<file path="config.mk">
export PLATFORM = sky130hd
export DESIGN_NAME = memory_bank_io
export DESIGN_NICKNAME = d
export VERILOG_FILES = /design/src/rtl/memory_bank_io_pkg.sv /design/src/rtl/memory_bank_io_input_conditioner.sv /design/src/rtl/memory_bank_io.sv
export SDC_FILE = /design/constraint.sdc
export NUM_CORES = 1
export LEC_CHECK = 0
export CORE_MARGIN = 2
export CORE_UTILIZATION = 35
export CTS_CLUSTER_SIZE = 28
export DETAILED_ROUTE_END_ITERATION = 7
export GPL_TIMING_DRIVEN = 1
export HOLD_SLACK_MARGIN = 0.06
export PLACE_DENSITY = 0.58
export SYNTH_ARGS = -nofsm -noshare
export SYNTH_HDL_FRONTEND = slang
export SYNTH_SLANG_ARGS = --single-unit
</file>
<file path="constraint.sdc">
create_clock -name clk -period 2.2 [get_ports clk]
set_input_delay 0.44 -clock clk [delete_from_list [all_inputs] [get_ports clk]]
set_output_delay 0.44 -clock clk [all_outputs]
set_load 0.05 [all_outputs]
</file>
<file path="src/rtl/memory_bank_io_pkg.sv">
// Shared address-map, scan-chain and flag-update helpers for memory_bank_io.
package memory_bank_io_pkg;

  function automatic int out_addr(input int mem_size, input int k);
    return mem_size + k;
  endfunction

  function automatic int stat_addr(input int mem_size, input int num_out);
    return mem_size + num_out;
  endfunction

  function automatic int edge_addr(input int mem_size, input int num_out);
    return mem_size + num_out + 1;
  endfunction

  function automatic int scan_len(input int mem_size, input int num_out,
                                  input int dw, input int num_in);
    return (mem_size + num_out) * dw + num_in;
  endfunction

  // A rise in the same cycle as a clear keeps the flag set.
  function automatic logic w1c_bit(input logic cur, input logic clr, input logic set);
    return set | (cur & ~clr);
  endfunction

endpackage

</file>
<file path="src/rtl/memory_bank_io_input_conditioner.sv">
// Per-pin input path: 2-flop synchroniser, optional debouncer, rising-edge detector.
// Debouncer is built only when MEMORY_BANK_IO_DEBOUNCE_EN is defined.
module io_input_conditioner #(
  parameter int DEBOUNCE_CYCLES = 4
) (
  input  logic clk,
  input  logic rst_n,
  input  logic pin,
  input  logic hold,
  output logic level,
  output logic rise
);

  logic sync_p0, sync_p1;
  logic level_prev;

  if (DEBOUNCE_CYCLES < 1) begin : g_bad_debounce
    $error("io_input_conditioner: DEBOUNCE_CYCLES must be >= 1");
  end

  // Synchroniser stage, keeps sampling even while scanning
  always_ff @(posedge clk or negedge rst_n) begin
    if (!rst_n) begin
      sync_p0 <= 1'b0;
      sync_p1 <= 1'b0;
    end else begin
      sync_p0 <= pin;
      sync_p1 <= sync_p0;
    end
  end

`ifdef MEMORY_BANK_IO_DEBOUNCE_EN
  localparam int CNT_W = $clog2(DEBOUNCE_CYCLES + 1);

  logic [CNT_W-1:0] cnt;
  logic             filt;

  // Level filter stage: toggles on the DEBOUNCE_CYCLES-th consecutive differing cycle
  always_ff @(posedge clk or negedge rst_n) begin
    if (!rst_n) begin
      cnt  <= '0;
      filt <= 1'b0;
    end else if (!hold) begin
      if (sync_p1 == filt) begin
        cnt <= '0;
      end else if (cnt == CNT_W'(DEBOUNCE_CYCLES - 1)) begin
        filt <= ~filt;
        cnt  <= '0;
      end else begin
        cnt <= cnt + 1'b1;
      end
    end
  end

  assign level = filt;
`else
  assign level = sync_p1;
`endif

  // Edge-detect stage
  always_ff @(posedge clk or negedge rst_n) begin
    if (!rst_n) begin
      level_prev <= 1'b0;
    end else begin
      level_prev <= level;
    end
  end

  assign rise = level & ~level_prev & ~hold;

endmodule

</file>
<file path="src/rtl/memory_bank_io.sv">
// Scan-loadable register file with memory-mapped output words, input status and W1C edge flags.
// Optional input debouncing is enabled with MEMORY_BANK_IO_DEBOUNCE_EN.
module memory_bank_io
  import memory_bank_io_pkg::*;
#(
  parameter int ADDR_WIDTH      = 5,
  parameter int DATA_WIDTH      = 8,
  parameter int MEM_SIZE        = 28,
  parameter int NUM_OUT         = 2,
  parameter int NUM_IN          = 4,
  parameter int DEBOUNCE_CYCLES = 4
) (
  input  logic                          clk,
  input  logic                          rst_n,
  input  logic [ADDR_WIDTH-1:0]         address,
  input  logic [DATA_WIDTH-1:0]         data_in,
  input  logic                          write_enable,
  output logic [DATA_WIDTH-1:0]         data_out,
  input  logic                          scan_enable,
  input  logic                          scan_in,
  output logic                          scan_out,
  input  logic [NUM_IN-1:0]             in_pins,
  output logic [NUM_OUT*DATA_WIDTH-1:0] out_pins,
  output logic                          irq
);

  localparam int STAT_A   = stat_addr(MEM_SIZE, NUM_OUT);
  localparam int EDGE_A   = edge_addr(MEM_SIZE, NUM_OUT);
  localparam int CHAIN_L  = scan_len(MEM_SIZE, NUM_OUT, DATA_WIDTH, NUM_IN);
  localparam int RAM_BITS = MEM_SIZE * DATA_WIDTH;
  localparam int OUT_BITS = NUM_OUT * DATA_WIDTH;

  if ((2 ** ADDR_WIDTH) < MEM_SIZE + NUM_OUT + 2) begin : g_bad_addr
    $error("memory_bank_io: ADDR_WIDTH too small for the address map");
  end
  if (NUM_IN < 1 || NUM_IN > DATA_WIDTH) begin : g_bad_num_in
    $error("memory_bank_io: NUM_IN must be in 1..DATA_WIDTH");
  end

  logic [DATA_WIDTH-1:0] ram      [MEM_SIZE];
  logic [DATA_WIDTH-1:0] out_word [NUM_OUT];
  logic [NUM_IN-1:0]     flags, flags_nxt, flag_clr;
  logic [NUM_IN-1:0]     level, rise;
  logic [CHAIN_L-1:0]    chain, chain_sh;

  for (genvar i = 0; i < NUM_IN; i++) begin : g_in
    io_input_conditioner #(
      .DEBOUNCE_CYCLES(DEBOUNCE_CYCLES)
    ) u_cond (
      .clk   (clk),
      .rst_n (rst_n),
      .pin   (in_pins[i]),
      .hold  (scan_enable),
      .level (level[i]),
      .rise  (rise[i])
    );
  end

  // Whole state as one vector; position 0 is nearest scan_in
  always_comb begin
    chain = '0;
    for (int i = 0; i < MEM_SIZE; i++) chain[i*DATA_WIDTH +: DATA_WIDTH] = ram[i];
    for (int k = 0; k < NUM_OUT; k++) chain[RAM_BITS + k*DATA_WIDTH +: DATA_WIDTH] = out_word[k];
    chain[RAM_BITS + OUT_BITS +: NUM_IN] = flags;
    chain_sh = {chain[CHAIN_L-2:0], scan_in};
  end

  always_comb begin
    flag_clr = '0;
    if (write_enable && address == ADDR_WIDTH'(EDGE_A)) flag_clr = data_in[NUM_IN-1:0];
    for (int j = 0; j < NUM_IN; j++) flags_nxt[j] = w1c_bit(flags[j], flag_clr[j], rise[j]);
  end

  always_ff @(posedge clk or negedge rst_n) begin
    if (!rst_n) begin
      for (int i = 0; i < MEM_SIZE; i++) ram[i] <= '0;
      for (int k = 0; k < NUM_OUT; k++) out_word[k] <= '0;
      flags <= '0;
    end else if (scan_enable) begin
      for (int i = 0; i < MEM_SIZE; i++) ram[i] <= chain_sh[i*DATA_WIDTH +: DATA_WIDTH];
      for (int k = 0; k < NUM_OUT; k++)
        out_word[k] <= chain_sh[RAM_BITS + k*DATA_WIDTH +: DATA_WIDTH];
      flags <= chain_sh[RAM_BITS + OUT_BITS +: NUM_IN];
    end else begin
      for (int i = 0; i < MEM_SIZE; i++)
        if (write_enable && address == ADDR_WIDTH'(i)) ram[i] <= data_in;
      for (int k = 0; k < NUM_OUT; k++)
        if (write_enable && address == ADDR_WIDTH'(out_addr(MEM_SIZE, k))) out_word[k] <= data_in;
      flags <= flags_nxt;
    end
  end

  always_comb begin
    data_out = '0;
    for (int i = 0; i < MEM_SIZE; i++)
      if (address == ADDR_WIDTH'(i)) data_out = ram[i];
    for (int k = 0; k < NUM_OUT; k++)
      if (address == ADDR_WIDTH'(out_addr(MEM_SIZE, k))) data_out = out_word[k];
    if (address == ADDR_WIDTH'(STAT_A)) data_out[NUM_IN-1:0] = level;
    if (address == ADDR_WIDTH'(EDGE_A)) data_out[NUM_IN-1:0] = flags;
  end

  always_comb begin
    for (int k = 0; k < NUM_OUT; k++) out_pins[k*DATA_WIDTH +: DATA_WIDTH] = out_word[k];
  end

  assign scan_out = chain[CHAIN_L-1];
  assign irq      = |flags;

endmodule
</file>
Word level (Yosys, flattened, before mapping). Cells that the tools add are included. Widths: inputs -> output; s select.

Equal/unequal tests: 31. Multiplexer cells: 66. Bitwise logic cells: 25. Reduce and logical (&&, ||, !) cells: 63.

Operators by type and width (count): $mux 8 (60); $mux 224 (1); $eq 5x5->1 const B (16); $reduce_bool 2->1 (30); $eq 5x4->1 const B (8); $logic_and 1x1->1 (31); $eq 5x3->1 const B (4); $mux 16 (1); $mux 4 (4); $and 1x1->1 (12); $eq 5x2->1 const B (2); $not 1->1 (9); $eq 5x1->1 const B (1); $logic_not 5->1 (1); $or 1x1->1 (4); $reduce_or 4->1 (1).

Flip-flop bits (word level): 256. Input bits: 22. Output and inout bits: 26. Logic and storage cells: 228.

Longest topological paths before layout.
Word-level depth: 33. Depth in mapped cells: 10. Mapped depth without buffers: 6.

By module. Synthesis repeated with hierarchy kept, for this count alone.

Cells, all modules: 1624. Area, all modules: 15134.5 sq um.

By module, submodules not included: memory_bank_io (times used 1, cells an instance 1608, area each 14784.2 sq um, sequential area each 6105.9 sq um); io_input_conditioner (times used 4, cells an instance 4, area each 87.6 sq um, sequential area each 75.1 sq um).

Least setup slack after synthesis. Ideal clock, no wire load.

Path type: in2out. Start: in address[0]. End: out data_out[2]. Arrival time: 2707 ps. Required time: 1760 ps. Slack: -947 ps. Stages on the path: 9. Path buffers: 4. Path through: buf_4 -> buf_4 -> buf_2 -> buf_2 -> o211ai_1 -> nand4_1 -> a211oi_2 -> o311ai_1 -> a211oi_1.

Word-level cells in the longest chain between the ends: 33. Elaborated cells on any way between the ends: 64. Classes of those cells: eq/ne (31); mux (32); reduce/logical (1).

RTL lines: start, declared (RTL line memory_bank_io.sv:15) `input logic [ADDR_WIDTH-1:0] address,`; $logic_not 5->1 (RTL line memory_bank_io.sv:96) `if (address == ADDR_WIDTH'(i)) data_out = ram[i];`; $mux 8 (28 in series) (RTL line memory_bank_io.sv:96); $mux 8 (2 in series) (RTL line memory_bank_io.sv:98) `if (address == ADDR_WIDTH'(out_addr(MEM_SIZE, k))) data_out = out_word[k];`; $mux 4 (RTL line memory_bank_io.sv:99) `if (address == ADDR_WIDTH'(STAT_A)) data_out[NUM_IN-1:0] = level;`; $mux 4 * (RTL line memory_bank_io.sv:100) `if (address == ADDR_WIDTH'(EDGE_A)) data_out[NUM_IN-1:0] = flags;`; end, declared (RTL line memory_bank_io.sv:18) `output logic [DATA_WIDTH-1:0] data_out,`.

Every way passes the cells marked *; elsewhere a longest branch is shown, timed or not.

Worst setup path after layout.
Start: reg ram (netlist bit chain[51]). End: out data_out[3].

Word-level cells in the longest chain between the ends: 26.

RTL lines: start, declared (RTL line memory_bank_io.sv:40) `logic [DATA_WIDTH-1:0] ram [MEM_SIZE];`; start signal, assigned by index (RTL line memory_bank_io.sv:86) `if (write_enable && address == ADDR_WIDTH'(i)) ram[i] <= data_in;`; $mux 8 (22 in series) (RTL line memory_bank_io.sv:96); $mux 8 (2 in series) (RTL line memory_bank_io.sv:98); $mux 4 (RTL line memory_bank_io.sv:99); $mux 4 (RTL line memory_bank_io.sv:100).

Every way passes these cells.

==> reports/qor.yml <==
ant_nets: 0
synth.cell_area_um2: 15200
synth_top_cell_area_share_pct: 42.15
critical_path_class: "flip-flop to primary output"
rsz0062_at_grt: "true"
core-area_um2: 42980
fmax_ghz: 0.3155
hpwl_um: 38080
cts.sinks: 256
setup-tns-final_ps: -5159
cpPeakStageDelay_ps: 520
yosysMostFrequentCell: "mux2i_1"
drive_above_1_share_pct: 26.41
first_global_vias: 13600
slowest_stage: "mux4_2"
post-route-min-period_ps: 3170
ys_types: 77
vdd_drop_max_uv: 514.9
cp-end-kind: "primary output"
cts_buffers: 30
avgViaCountPerCell: 5.580
cts.htree.levels: 1
drcViolationCount: 0
fin_skew_ps: 21.90
crit_arrival_ps: 2730
worst_slack_ps: -970.0
power_density_nw_per_um2: 774.7
synth_area_leaders: "dfrtp_1, mux2i_1, o21ai_0"
crit_fanout: 3
die_area_um2: 45110
wl_per_cell_um: 22.29
violations: "negative setup slack"
max_slew_margin_pct: 57.88
firstDrtPassIters: 5
syn_to_final_growth_pct: 33.14
synth_nets: 1661
synth_ff_type: "dfrtp_1"
start_util_pct: 35.36
path_delay_family: "compound AO/OA/AOI/OAI gates"
path_buf_inv: 2
synthArstFlopShare_pct: 100.0
num_rows: 76
yosysSeqAreaShare_pct: 42.15
avgSynthCellArea_um2: 9.274
antenna_found_initial: 0
synth-seq-cells: 256
synth_edf_count: 0
drt-total-wl_um: 54990
port_buffers: 47
clk_pin_slew_ps: 60
grt_overflow_total: 0
cts_tree: "done"
die_x_um: 212.4
yosysWarnings: 0
critical_path.cell_chain: "mux4_2, o22ai_2, o32a_1, o211ai_1, buf_4, a21oi_4, o21ai_4, buf_12"
crit_cells: 8
synth_top_cell_by_area: "dfrtp_1"
postSynthCellCount: 1639
insertion_delay_ps: 590
grt_max_degree: 95
timing.critical_path.to: "data_out[3]"
drv_slew: 0
grt_usage_pct: 24.43
finalSetupViolations: 8
critPathLaunchType: "flip-flop"
critPathLaunch: "chain[51]"
drtIter0Drc: 1388
die_y_um: 212.4
r2r-start: "flags[3]"
max_cap_viol_count: 0
grt_pass1_wl_um: 84010
fin_nets: 1881
ios: 48
yosys-top-cells-count: "mux2i_1, nand2_1, o21ai_0, dfrtp_1, clkbuf_1"
r2r-end: "flags[3]"
status: "finished, violations left"
cts_root_buf: "clkbuf_16"
p_leak_nw: 8.908
rrSetupSlack_ps: 1250
post-route-period-util_pct: 144.1
r2r_cells: 2
ctsLongestPathBuffers: 3
timing.hold.ws_ps: 285.9
n_antenna_cell: 0
hp-class: "input port to flip-flop"
place.gp.congestion: 0.9758
worstPathRequired_ps: 1760
num_vias: 13770
hold_violations: 0
worst_pin_slew_ps: 631.8
## worst register-to-register path: stages, from the launching register on
cell      delay [ps]
dfrtp_1          450
a221oi_1         300
a21oi_1           80
## stage by stage
stage          instances  instance area [um^2]  utilization [%]  setup slack (ps)  power (W)
6_report            2467                 20240            47.08            -970.0    0.01568
5_1_grt             2467                 20240            47.08             -1012    0.01634
4_1_cts             2459                 20020            46.59            -956.6    0.01566
3_5_place_dp        2387                 18440            42.91            -998.0    0.01005
3_3_place_gp        2387                 18440            42.91            -985.7   0.009968
2_1_floorplan       1639                 15500                -            -305.9   0.008286
## logic make-up after synthesis
kind of cell / share of synthesized area (%)
AND/OR/NAND/NOR: 14.36
buffers and inverters: 5.556
flip-flops: 42.15
AO/OA/AOI/OAI: 18.09
multiplexers: 19.84
## flip-flops by register name, summed over array words and instances, names as in the netlist
register,cells
chain,224
out_pins,16
flags,4
g_in.u_cond.level,4
g_in.u_cond.level_prev,4
g_in.u_cond.sync_p0,4
## worst min path at each step
stage	start	cells after the start	slack [ps]	endpoint
floorplan	rst_n	0	140	chain[0]
global placement	g_in[0].u_cond.sync_p0	0	330	g_in[0].u_cond.level
detailed placement	g_in[1].u_cond.sync_p0	0	340	g_in[1].u_cond.level
CTS	in_pins[0]	1	270	g_in[0].u_cond.sync_p0
global route	in_pins[2]	1	280	g_in[2].u_cond.sync_p0
finish	in_pins[3]	1	290	g_in[3].u_cond.sync_p0
## power by group
group	internal (W)	leakage [nW]	total, W	switching [W]
Combinational	0.00169	4.94	0.00376	0.00207
Clock	0.00336	0.533	0.00547	0.00210
Sequential	0.00554	3.43	0.00645	0.000906
## metal layers
metal  global-route usage [%]  vias up  share of wire [%]  routed length (um)
met5                        0        -                  0                   0
met4                    7.451        0                3.2                1750
met1                    34.60     6812                 45               24480
met2                    37.91      533                 45               24810
li1                         -     6307                  -                   -
met3                    4.476      113                7.2                3953
## placed cells by master (no fill, tap or decap), types with 5 or more instances in the layout
master / instances
a221oi_1: 9
o21ai_0: 251
clkbuf_8: 12
buf_4: 229
and3_1: 5
a21oi_1: 43
clkbuf_1: 5
nand2_1: 269
mux2_2: 10
buf_12: 53
nor2_1: 46
dlygate4sd2_1: 17
dfrtp_1: 255
buf_6: 18
clkdlybuf4s50_1: 14
inv_1: 15
o22ai_1: 19
nor2_4: 20
nand3_1: 7
nand2_2: 15
o32a_1: 5
nor3_1: 10
buf_8: 5
o21ai_1: 31
clkbuf_16: 30
a211oi_1: 5
a31oi_1: 7
nor3_2: 5
a22oi_1: 8
mux2i_1: 280
nand2b_1: 13
o211ai_1: 8
## timing repair
action,4_1_cts,5_1_grt
hold buffers,1,0
setup buffers,13,9
pin swaps,38,28
gates cloned,3,0
endpoints found under the setup margin,26,9
resized for setup,104,36
hold endpoints to repair,51,0
## layout make-up
cell class | instances | area (um^2)
inverters | 17 | 63.81
multi-input cells | 1212 | 8466
well taps | 585 | 732.0
flip-flops and latches | 256 | 6407
clock inverters | 8 | 153.9
repair buffers | 342 | 3480
fillers | 4121 | 22740
clock buffers | 47 | 934.6
(Power assumes the default switching activity.)
==> RTL change: new RTL, same settings <==
Add a define of `MEMORY_BANK_IO_DEBOUNCE_EN`.
--- a/src/rtl/memory_bank_io_input_conditioner.sv
+++ b/src/rtl/memory_bank_io_input_conditioner.sv
@@ -1,4 +1,6 @@
 // Per-pin input path: 2-flop synchroniser, optional debouncer, rising-edge detector.
 // Debouncer is built only when MEMORY_BANK_IO_DEBOUNCE_EN is defined.
+`define MEMORY_BANK_IO_DEBOUNCE_EN
+
 module io_input_conditioner #(
   parameter int DEBOUNCE_CYCLES = 4
Function: changed (Yosys sat finds a counterexample within 4 cycles, from zero or initial values and one cycle with rst_n low).
==> RTL change against the original RTL <==
Sequential cell count up 16. Synthesized area up 4.0%. Highest routed layer unchanged. Total power rose by 7.4%. Routed wire length grew 0.39%. The flow still finishes with violations (negative setup slack). Die area increased by 3.9%. Cell count is 1.8% higher. Maximum frequency grew 5.8%. Largest power group unchanged. Global-route usage is 1.1 points lower. Clock power is 6.0% higher. First-iteration DRC count down 6.6%. Worst setup slack improved by 170 ps. Design area up 1.2%. Count of clock-buffer cells in the layout shrank 3.
==> RTL change: results (changes against the original RTL) <==
- Status: complete, but fails checks
- Violations in the final reports: negative setup slack
- Number of clock-tree buffers in the layout: 44 (-6.4%)
- Post-layout worst setup margin: -796 ps (+174 ps)
- Wire per inst: 22.0 um (-1.4%)
- Buffers, non-clock: 324 (-5.3%)
- Register-to-register setup slack: 840 ps (-410 ps)
- DR pass1 iterations: 7 (+2)
- CP Data Arrival Time: 2560 ps (-170 ps)
- Worst setup path endpoint: data_out[5]
- Proportion of synthesized chip area in sequential cells: 0.431 (+0.00905)
- Number of clock sinks: 272 (+6.3%)
- Critical Path Source: chain[13]$_DFFE_PN0P_
- Non-clock buffer area fraction after layout: 0.152 (-0.0196)
- Pin slew with the least headroom to its limit: 577 ps (-54.9 ps)
- Share of total power in sequential cells: 0.414 (+0.003)
- Final weighted congestion of routability-driven global placement: 0.945 (-3.2%)
- Combined flip-flop and latch cell area: 0.00681 mm2 (+6.2%)
- Detail Placement HPWL: 38.7 mm (+1.7%)
- Post-Route Skew: 7.89 ps (-14.0 ps)
- Pin count of the biggest net entering global routing: 116 (+22%)
- Vias/cell: 5.53 (-0.89%)
- Fraction of area in multi-input gates: 0.420 (+0.00120)
- Setup-violating endpoint count in the final report: 8 (unchanged)
- Top cells by instance count after synthesis: sky130_fd_sc_hd__nand2_1, sky130_fd_sc_hd__o21ai_0, sky130_fd_sc_hd__dfrtp_1, sky130_fd_sc_hd__mux2i_1, sky130_fd_sc_hd__clkbuf_1
- Netlist cell types: 76 (-1.3%)
- Reported leakage power: 8.98 nW (+0.78%)
- Count of cells along the worst register-to-register path: 4 (+2)
-- RTL change: cell count changes after synthesis, moves of 14 or more --
| cell | change |
|---|---|
| sky130_fd_sc_hd__o21ai_0 | +16 |
| sky130_fd_sc_hd__nand3_1 | +14 |
| sky130_fd_sc_hd__dfrtp_1 | +16 |
| sky130_fd_sc_hd__o21ai_1 | -15 |
-- RTL change: critical path: stages, from the launching register on --
cell and delay [ps]:
sky130_fd_sc_hd__dfrtp_1 390, sky130_fd_sc_hd__mux4_2 540, sky130_fd_sc_hd__a22o_1 240, sky130_fd_sc_hd__a221oi_2 330, sky130_fd_sc_hd__or4_4 190, sky130_fd_sc_hd__a22oi_2 90
sky130_fd_sc_hd__buf_12 170
-- RTL change: stage by stage --
step	std cells	TNS [ps]	utilization	hold WS, ps
5_1_grt	2512	-5870	0.461	228
6_report	2512	-5370	0.461	229
3_3_place_gp	2441	-65440	0.425	334
2_1_floorplan	1698	-2490	-	144
3_5_place_dp	2441	-73830	0.425	342
4_1_cts	2506	-5540	0.458	205
-- RTL change: cell families (layout without fill, tap and decap cells) --
kind of cell    count (synthesis)  after routing  share of synthesized area
xor+xnor                        4              4                    0.00222
fa+ha+maj                       4              4                    0.00317
flops                         272            272                      0.431
simple gates                  483            483                      0.147
compound gates                458            458                      0.169
buf+inv                       178            400                     0.0529
mux                           299            299                      0.195
-- RTL change: what timing repair did --
action / in CTS / in global routing
buffers inserted: 8 / 6
pin swaps: 34 / 10
hold endpoints to repair: 51 / 0
resized for setup: 86 / 23
hold buffers: 1 / 0
endpoints found under the setup margin: 26 / 9
cloned: 2 / 0
